[src/rtl/icache_fetch_initiator_pkg.sv]
// Shared types for the instruction-fetch initiator: widths, reset PC, FSM encoding
// and the {pc, inst} fetch-queue entry.
package icache_fetch_initiator_pkg;

  localparam int XLEN = 32;
  localparam logic [XLEN-1:0] PC_START = 32'h0000_0200;

  typedef enum logic [1:0] {
    IDLE = 2'd0,
    WAIT = 2'd1,
    KILL = 2'd2
  } fetch_state_e;

  typedef struct packed {
    logic [XLEN-1:0] pc;
    logic [XLEN-1:0] inst;
  } fetch_entry_t;

  // Clears the byte-offset bits so every fetch address is word aligned.
  function automatic logic [XLEN-1:0] word_align(input logic [XLEN-1:0] addr);
    return addr & ~XLEN'(3);
  endfunction

endpackage

[src/rtl/fetch_queue.sv]
// Synchronous FIFO of fetch entries with push/pop/flush; head is read from registered
// storage and forced to zero while the queue is empty.
module fetch_queue
  import icache_fetch_initiator_pkg::*;
#(
  parameter int DEPTH = 4
) (
  input  logic                         clock,
  input  logic                         reset,
  input  logic                         flush,
  input  logic                         push,
  input  fetch_entry_t                 push_entry,
  input  logic                         pop,
  output fetch_entry_t                 head_entry,
  output logic                         full,
  output logic                         empty,
  output logic [$clog2(DEPTH):0]       count
);

  localparam int AW = $clog2(DEPTH);
  localparam int CW = AW + 1;

  fetch_entry_t   mem [DEPTH];
  logic [AW-1:0]  rd_ptr;
  logic [AW-1:0]  wr_ptr;
  logic           do_push;
  logic           do_pop;

  assign empty      = (count == '0);
  assign full       = (count == CW'(DEPTH));
  assign do_pop     = pop && !empty;
  // A full queue still accepts a push when the head leaves in the same cycle.
  assign do_push    = push && (!full || do_pop);
  assign head_entry = empty ? '0 : mem[rd_ptr];

  always_ff @(posedge clock) begin
    if (reset || flush) begin
      rd_ptr <= '0;
      wr_ptr <= '0;
      count  <= '0;
    end else begin
      if (do_push) wr_ptr <= wr_ptr + 1'b1;
      if (do_pop)  rd_ptr <= rd_ptr + 1'b1;
      count <= count + CW'(do_push) - CW'(do_pop);
    end
  end

  always_ff @(posedge clock) begin
    if (do_push && !flush && !reset) mem[wr_ptr] <= push_entry;
  end

endmodule

[src/rtl/icache_fetch_initiator.sv]
// Core-side icache fetch initiator: sequential word fetches, redirect/kill handling and
// a small decode queue. ICACHE_FETCH_FORMAL_EN compiles in FORMAL-guarded assertions.
module icache_fetch_initiator #(
  parameter int                                  XLEN     = icache_fetch_initiator_pkg::XLEN,
  parameter int                                  FQ_DEPTH = 4,
  parameter logic [XLEN-1:0]                     RESET_PC = icache_fetch_initiator_pkg::PC_START
) (
  input  logic                                   clock,
  input  logic                                   reset,
  input  logic                                   redirect_valid,
  input  logic [XLEN-1:0]                        redirect_pc,
  output logic                                   io_icache_req_valid,
  output logic [XLEN-1:0]                        io_icache_req_bits_addr,
  output logic [XLEN-1:0]                        io_icache_req_bits_data,
  output logic [3:0]                             io_icache_req_bits_mask,
  input  logic                                   io_icache_resp_valid,
  input  logic [XLEN-1:0]                        io_icache_resp_bits_data,
  output logic                                   inst_valid,
  output logic [XLEN-1:0]                        inst_bits,
  output logic [XLEN-1:0]                        inst_pc,
  input  logic                                   inst_ready,
  output icache_fetch_initiator_pkg::fetch_state_e debug_state
);

  import icache_fetch_initiator_pkg::*;

  // Handshake: a request stays valid with a stable address until io_icache_resp_valid
  // is seen at a rising edge; a queue entry leaves when inst_valid && inst_ready.
  localparam int CW = $clog2(FQ_DEPTH) + 1;

  fetch_state_e    state;
  logic [XLEN-1:0] fetch_pc;
  logic [XLEN-1:0] fetch_pc_next;
  logic [XLEN-1:0] req_addr;
  logic [XLEN-1:0] redirect_target;
  logic            req_valid_q;
  logic            resp_accept;
  logic            push;
  logic            pop;
  logic [CW-1:0]   count;
  logic [CW-1:0]   count_after;
  logic            has_room;
  logic            q_full;
  logic            q_empty;
  fetch_entry_t    push_entry;
  fetch_entry_t    head_entry;

  assign redirect_target = word_align(redirect_pc);
  assign fetch_pc_next   = fetch_pc + XLEN'(4);

  // Responses only enqueue from WAIT; a same-cycle redirect drops them.
  assign resp_accept = (state == WAIT) && io_icache_resp_valid && !redirect_valid;
  assign pop         = inst_valid && inst_ready && !redirect_valid;
  assign push        = resp_accept && (!q_full || pop);
  assign push_entry  = '{pc: fetch_pc, inst: io_icache_resp_bits_data};

  // Issue only when the response of the next request is guaranteed a slot.
  assign count_after = count + CW'(push) - CW'(pop);
  assign has_room    = count_after < CW'(FQ_DEPTH);

  fetch_queue #(
    .DEPTH (FQ_DEPTH)
  ) u_fetch_queue (
    .clock      (clock),
    .reset      (reset),
    .flush      (redirect_valid),
    .push       (push),
    .push_entry (push_entry),
    .pop        (pop),
    .head_entry (head_entry),
    .full       (q_full),
    .empty      (q_empty),
    .count      (count)
  );

  always_ff @(posedge clock) begin
    if (reset) begin
      state       <= IDLE;
      fetch_pc    <= RESET_PC;
      req_addr    <= RESET_PC;
      req_valid_q <= 1'b0;
    end else if (redirect_valid) begin
      fetch_pc    <= redirect_target;
      req_valid_q <= 1'b1;
      if (state == IDLE || io_icache_resp_valid) begin
        state    <= WAIT;
        req_addr <= redirect_target;
      end else begin
        // The outstanding request keeps its old address until its response drains.
        state <= KILL;
      end
    end else begin
      case (state)
        IDLE: begin
          if (has_room) begin
            state       <= WAIT;
            req_valid_q <= 1'b1;
            req_addr    <= fetch_pc;
          end
        end
        WAIT: begin
          if (io_icache_resp_valid) begin
            fetch_pc <= fetch_pc_next;
            req_addr <= fetch_pc_next;
            if (!has_room) begin
              state       <= IDLE;
              req_valid_q <= 1'b0;
            end
          end
        end
        KILL: begin
          if (io_icache_resp_valid) begin
            state    <= WAIT;
            req_addr <= fetch_pc;
          end
        end
        default: begin
          state       <= IDLE;
          req_valid_q <= 1'b0;
        end
      endcase
    end
  end

  assign io_icache_req_valid     = req_valid_q;
  assign io_icache_req_bits_addr = req_addr;
  assign io_icache_req_bits_data = '0;
  assign io_icache_req_bits_mask = '0;
  assign inst_valid              = !q_empty;
  assign inst_bits               = head_entry.inst;
  assign inst_pc                 = head_entry.pc;
  assign debug_state             = state;

`ifdef ICACHE_FETCH_FORMAL_EN
`ifdef FORMAL
  logic            f_past_valid;
  logic            f_hold;
  logic [XLEN-1:0] f_addr;

  always_ff @(posedge clock) begin
    f_past_valid <= !reset;
    f_hold       <= (state != IDLE) && !io_icache_resp_valid && !reset;
    f_addr       <= req_addr;
  end

  always @(posedge clock) begin
    if (!reset) begin
      if (f_past_valid && f_hold) assert (req_addr == f_addr);
      assert (count <= CW'(FQ_DEPTH));
      assert (!(resp_accept && q_full && !pop));
      assert (!(state == KILL && push));
      assert (req_addr[1:0] == 2'b00);
    end
  end
`endif
`endif

endmodule
[config.mk]
export PLATFORM = sky130hd
export DESIGN_NAME = icache_fetch_initiator
export DESIGN_NICKNAME = d
export VERILOG_FILES = /design/src/rtl/icache_fetch_initiator_pkg.sv /design/src/rtl/fetch_queue.sv /design/src/rtl/icache_fetch_initiator.sv
export SDC_FILE = /design/constraint.sdc
export NUM_CORES = 1
export LEC_CHECK = 0
export BUFFER_PORTS_ARGS = -buffer_cell sky130_fd_sc_hd__buf_2
export CORE_ASPECT_RATIO = 0.5
export CORE_MARGIN = 1.5
export CORE_UTILIZATION = 50
export CTS_CLUSTER_DIAMETER = 200
export DETAILED_ROUTE_END_ITERATION = 8
export PLACE_DENSITY_LB_ADDON = 0.08
export SYNTH_ARGS = -nofsm -noshare
export SYNTH_HDL_FRONTEND = slang
export SYNTH_SLANG_ARGS = --single-unit
[constraint.sdc]
create_clock -name clock -period 4.5 [get_ports clock]
set_input_delay 1.35 -clock clock [delete_from_list [all_inputs] [get_ports clock]]
set_output_delay 1.35 -clock clock [all_outputs]
set_load 0.02 [all_outputs]
==> impl_results.md <==
* Status: finished, final reports clean
* Length of the first detailed-routing pass in iterations at 4
* Clock buffer depth at 3
* #FFs+latches synth at 320
* P_int at roughly 5 mW
* Unrepaired setup endpoints after global routing: no
* FP Rows at 42
* Design area at around 0.016 sq mm
* Initial antenna violation count at 0
* Pwr dens at 405 mW/mm^2
* Warnings, synthesis at 0
* Least-Margin Pin Slew at around 1.2 ns
* CTS clk-pin slew, worst paths at around 0.060 ns
* Hold WC Path Type: flop to flop
* CTS hold repair buffers at 0
* Final hold vios at 0
* Final period utilization at 87.1%
* Sw Ratio at 22.1%
* Ys async rst share at 0%
* Switch Pwr at 1.44 mW
* Most frequent cells in the layout: edfxtp_1, buf_2, nor2b_1, dfxtp_1, mux4_2
* Syn Area/Cell at 14.6 sq um
* Filler cells at 2125
* Post-synth top area cell: edfxtp_1
* Routed Antenna Nets at 0
* Arrival time worst endpoint at 4.38 ns
* Leading cell type in the layout, fill and taps excluded: edfxtp_1
* Setup TNS at 0 ns
* Sequential fraction of the synthesis area at 64.1%
* Distinct cells, synth at 61
* Crit-path max FO at 16
* Startpoint Class: input pin
* CTS tree: built
* Layout cells sized above 1 at between 20% and 30%
* Fmax at 0.255 GHz
* Number of buffers created by CTS at 30
* Via density at 5.61
* Synth top area share at 53.7%
* Initial core utilization at about half
* GP Congestion at 0.872
* Worst EP required at roughly 5.0 ns
* Gate power share at 6.2%
* Global-route wire length before repair at 46.6 mm
* Vias in the first global route at between 8000 and 9000
* Port Buffers at 162
* Via count at 8436
* Synth Cell Area at ~0.014 sq mm
* Wire per inst at ~20 microns
* Largest net degree at the start of global routing at 65
* CTS H-Tree Depth at 1
* Clock power frac at 42.7%
* Setup Buffers After CTS at 0
* HPWL Detailed at 19.1 mm
* Initial DRC count at 538
* Post-synth EDFFs at 248
* Clk sinks at 320
* Die Y at approximately 120 microns
* Pleak at 5.64 nW
* I/O pins at 205
* # setup viols final at 0
* Total grt overflow at 0
* Root buffer cell: clkbuf_16
* Clock latency on the worst-skew pair at 0.57 ns
* Sequential power share at 51.1%
* Die X-Extent at 238 microns
* Dpl cell area at 0.0150 sq mm
* Critical path type: input pin to flop
* Worst Setup End Kind: flop
* Clock skew at 0.0131 ns
* Die area at 0.0288 sq mm
* Fin crit period at between 3 and 4 ns
* Area Growth Syn to Fin at 16.0%
* DRT Wirelength at 30.9 mm
* DRC at 0
* Max-Cap Viols at 0
* Post-CTS sizing at 0
* VDD IR max at 0.000297 V
* Tot Pwr at 6.52 mW
* Slew HR at 17.5%
* Post-Syn Instances at 952
* GRT Total Usage at 21.4%
* Ys flop type: edfxtp_1
* # nets final at 1182
* Fin. max-slew vios at 0
* Top cells by area, synth: edfxtp_1, dfxtp_1, mux4_2
* Area of the core at 0.0269 sq mm
==> area by class of cell <==
| type | count | area (sq um) | share of cell area [%] |
|---|---|---|---|
| multi-input combinational | 551 | 4510 | 28.0 |
| sequential | 320 | 8890 | 55.3 |
| antenna | 2 | 5.00 | 0.0311 |
| tap | 374 | 468 | 2.91 |
| timing repair buffer | 181 | 1040 | 6.48 |
| clock buffer | 36 | 773 | 4.81 |
| clock inverter | 20 | 312 | 1.94 |
| inverter | 19 | 71.3 | 0.444 |
==> worst max-delay path: stages <==
cell and delay, ns:
buf_2 0.11, nor3b_1 0.26, ha_1 0.19, inv_1 0.04
ha_1 0.20, xor3_1 0.20, nor4_1 0.07, nor3_2 0.98
nand2_1 0.56, o32ai_1 0.41
==> registers in the layout, summed over array words and instances (netlist names), named ones only <==
register and cells:
io_icache_req_bits_addr 30, debug_state 2, io_icache_req_valid 1, u_fetch_queue.count 3, u_fetch_queue.mem 248, fetch_pc 30, u_fetch_queue.wr_ptr 2, u_fetch_queue.rd_ptr 2
==> power by group through the flow <==
| stage | logic, mW | registers (mW) | clock network (mW) |
|---|---|---|---|
| after detailed placement | 0.407 | 3.39 | 0 |
| after CTS | 0.409 | 3.33 | 2.84 |
| after global routing | 0.441 | 3.33 | 2.94 |
| after global placement | 0.399 | 3.39 | 0 |
| after floorplan | 0.269 | 3.39 | 0 |
| final | 0.407 | 3.33 | 2.78 |
==> worst paths after layout <==
path,start,end,slack (ns),cells past startpoint
hold / removal,io_icache_req_bits_addr[6],io_icache_req_bits_addr[6],0.46,2
setup / recovery,redirect_valid,io_icache_req_bits_addr[27],0.58,10
setup reg to reg,u_fetch_queue.count[1],io_icache_req_bits_addr[27],0.98,10
hold reg to reg,io_icache_req_bits_addr[6],io_icache_req_bits_addr[6],0.46,2
==> metal layers <==
layer	share of wire [%]	GRT usage, %	wire (microns)
met1	46	31.5	14200
met3	5.6	3.13	1720
met2	46	33.5	14200
met4	2.3	5.78	715
met5	0	0	0
==> cells in the mapped netlist, types with 12 or more instances <==
| cell type | n |
|---|---|
| a21oi_1 | 23 |
| nand2_1 | 44 |
| edfxtp_1 | 248 |
| nand3_1 | 28 |
| buf_2 | 15 |
| nor2_1 | 36 |
| mux4_2 | 62 |
| nand4_1 | 17 |
| nor3_1 | 24 |
| nor2b_1 | 70 |
| xnor2_1 | 32 |
| clkbuf_1 | 42 |
| a211oi_1 | 12 |
| dfxtp_1 | 72 |
| buf_4 | 41 |
| inv_1 | 19 |
==> cell families (layout without fill, tap and decap cells) <==
group,after synthesis,after routing,share of synthesized area [%]
AO/OA/AOI/OAI,111,111,5.87
XOR/XNOR,43,43,2.83
adder cells (fa/ha/maj),10,10,0.957
buffers and inverters,120,256,4.50
flip-flops,320,320,64.1
multiplexers,69,69,10.6
other,1,42,0.0271
AND/OR/NAND/NOR,278,278,11.1
==> stage by stage <==
stage / instances / setup WS, ns / utilization [%] / hold WS (ns)
after floorplan: 991 / 0.250 / - / 0.455
after global placement: 1445 / 0.0524 / 55.8 / 0.445
after detailed placement: 1445 / -0.0200 / 55.8 / 0.448
after CTS: 1501 / 0.569 / 59.8 / 0.460
after global routing: 1501 / 0.341 / 59.8 / 0.472
final: 1503 / 0.579 / 59.9 / 0.457
(Power assumes the default switching activity.)
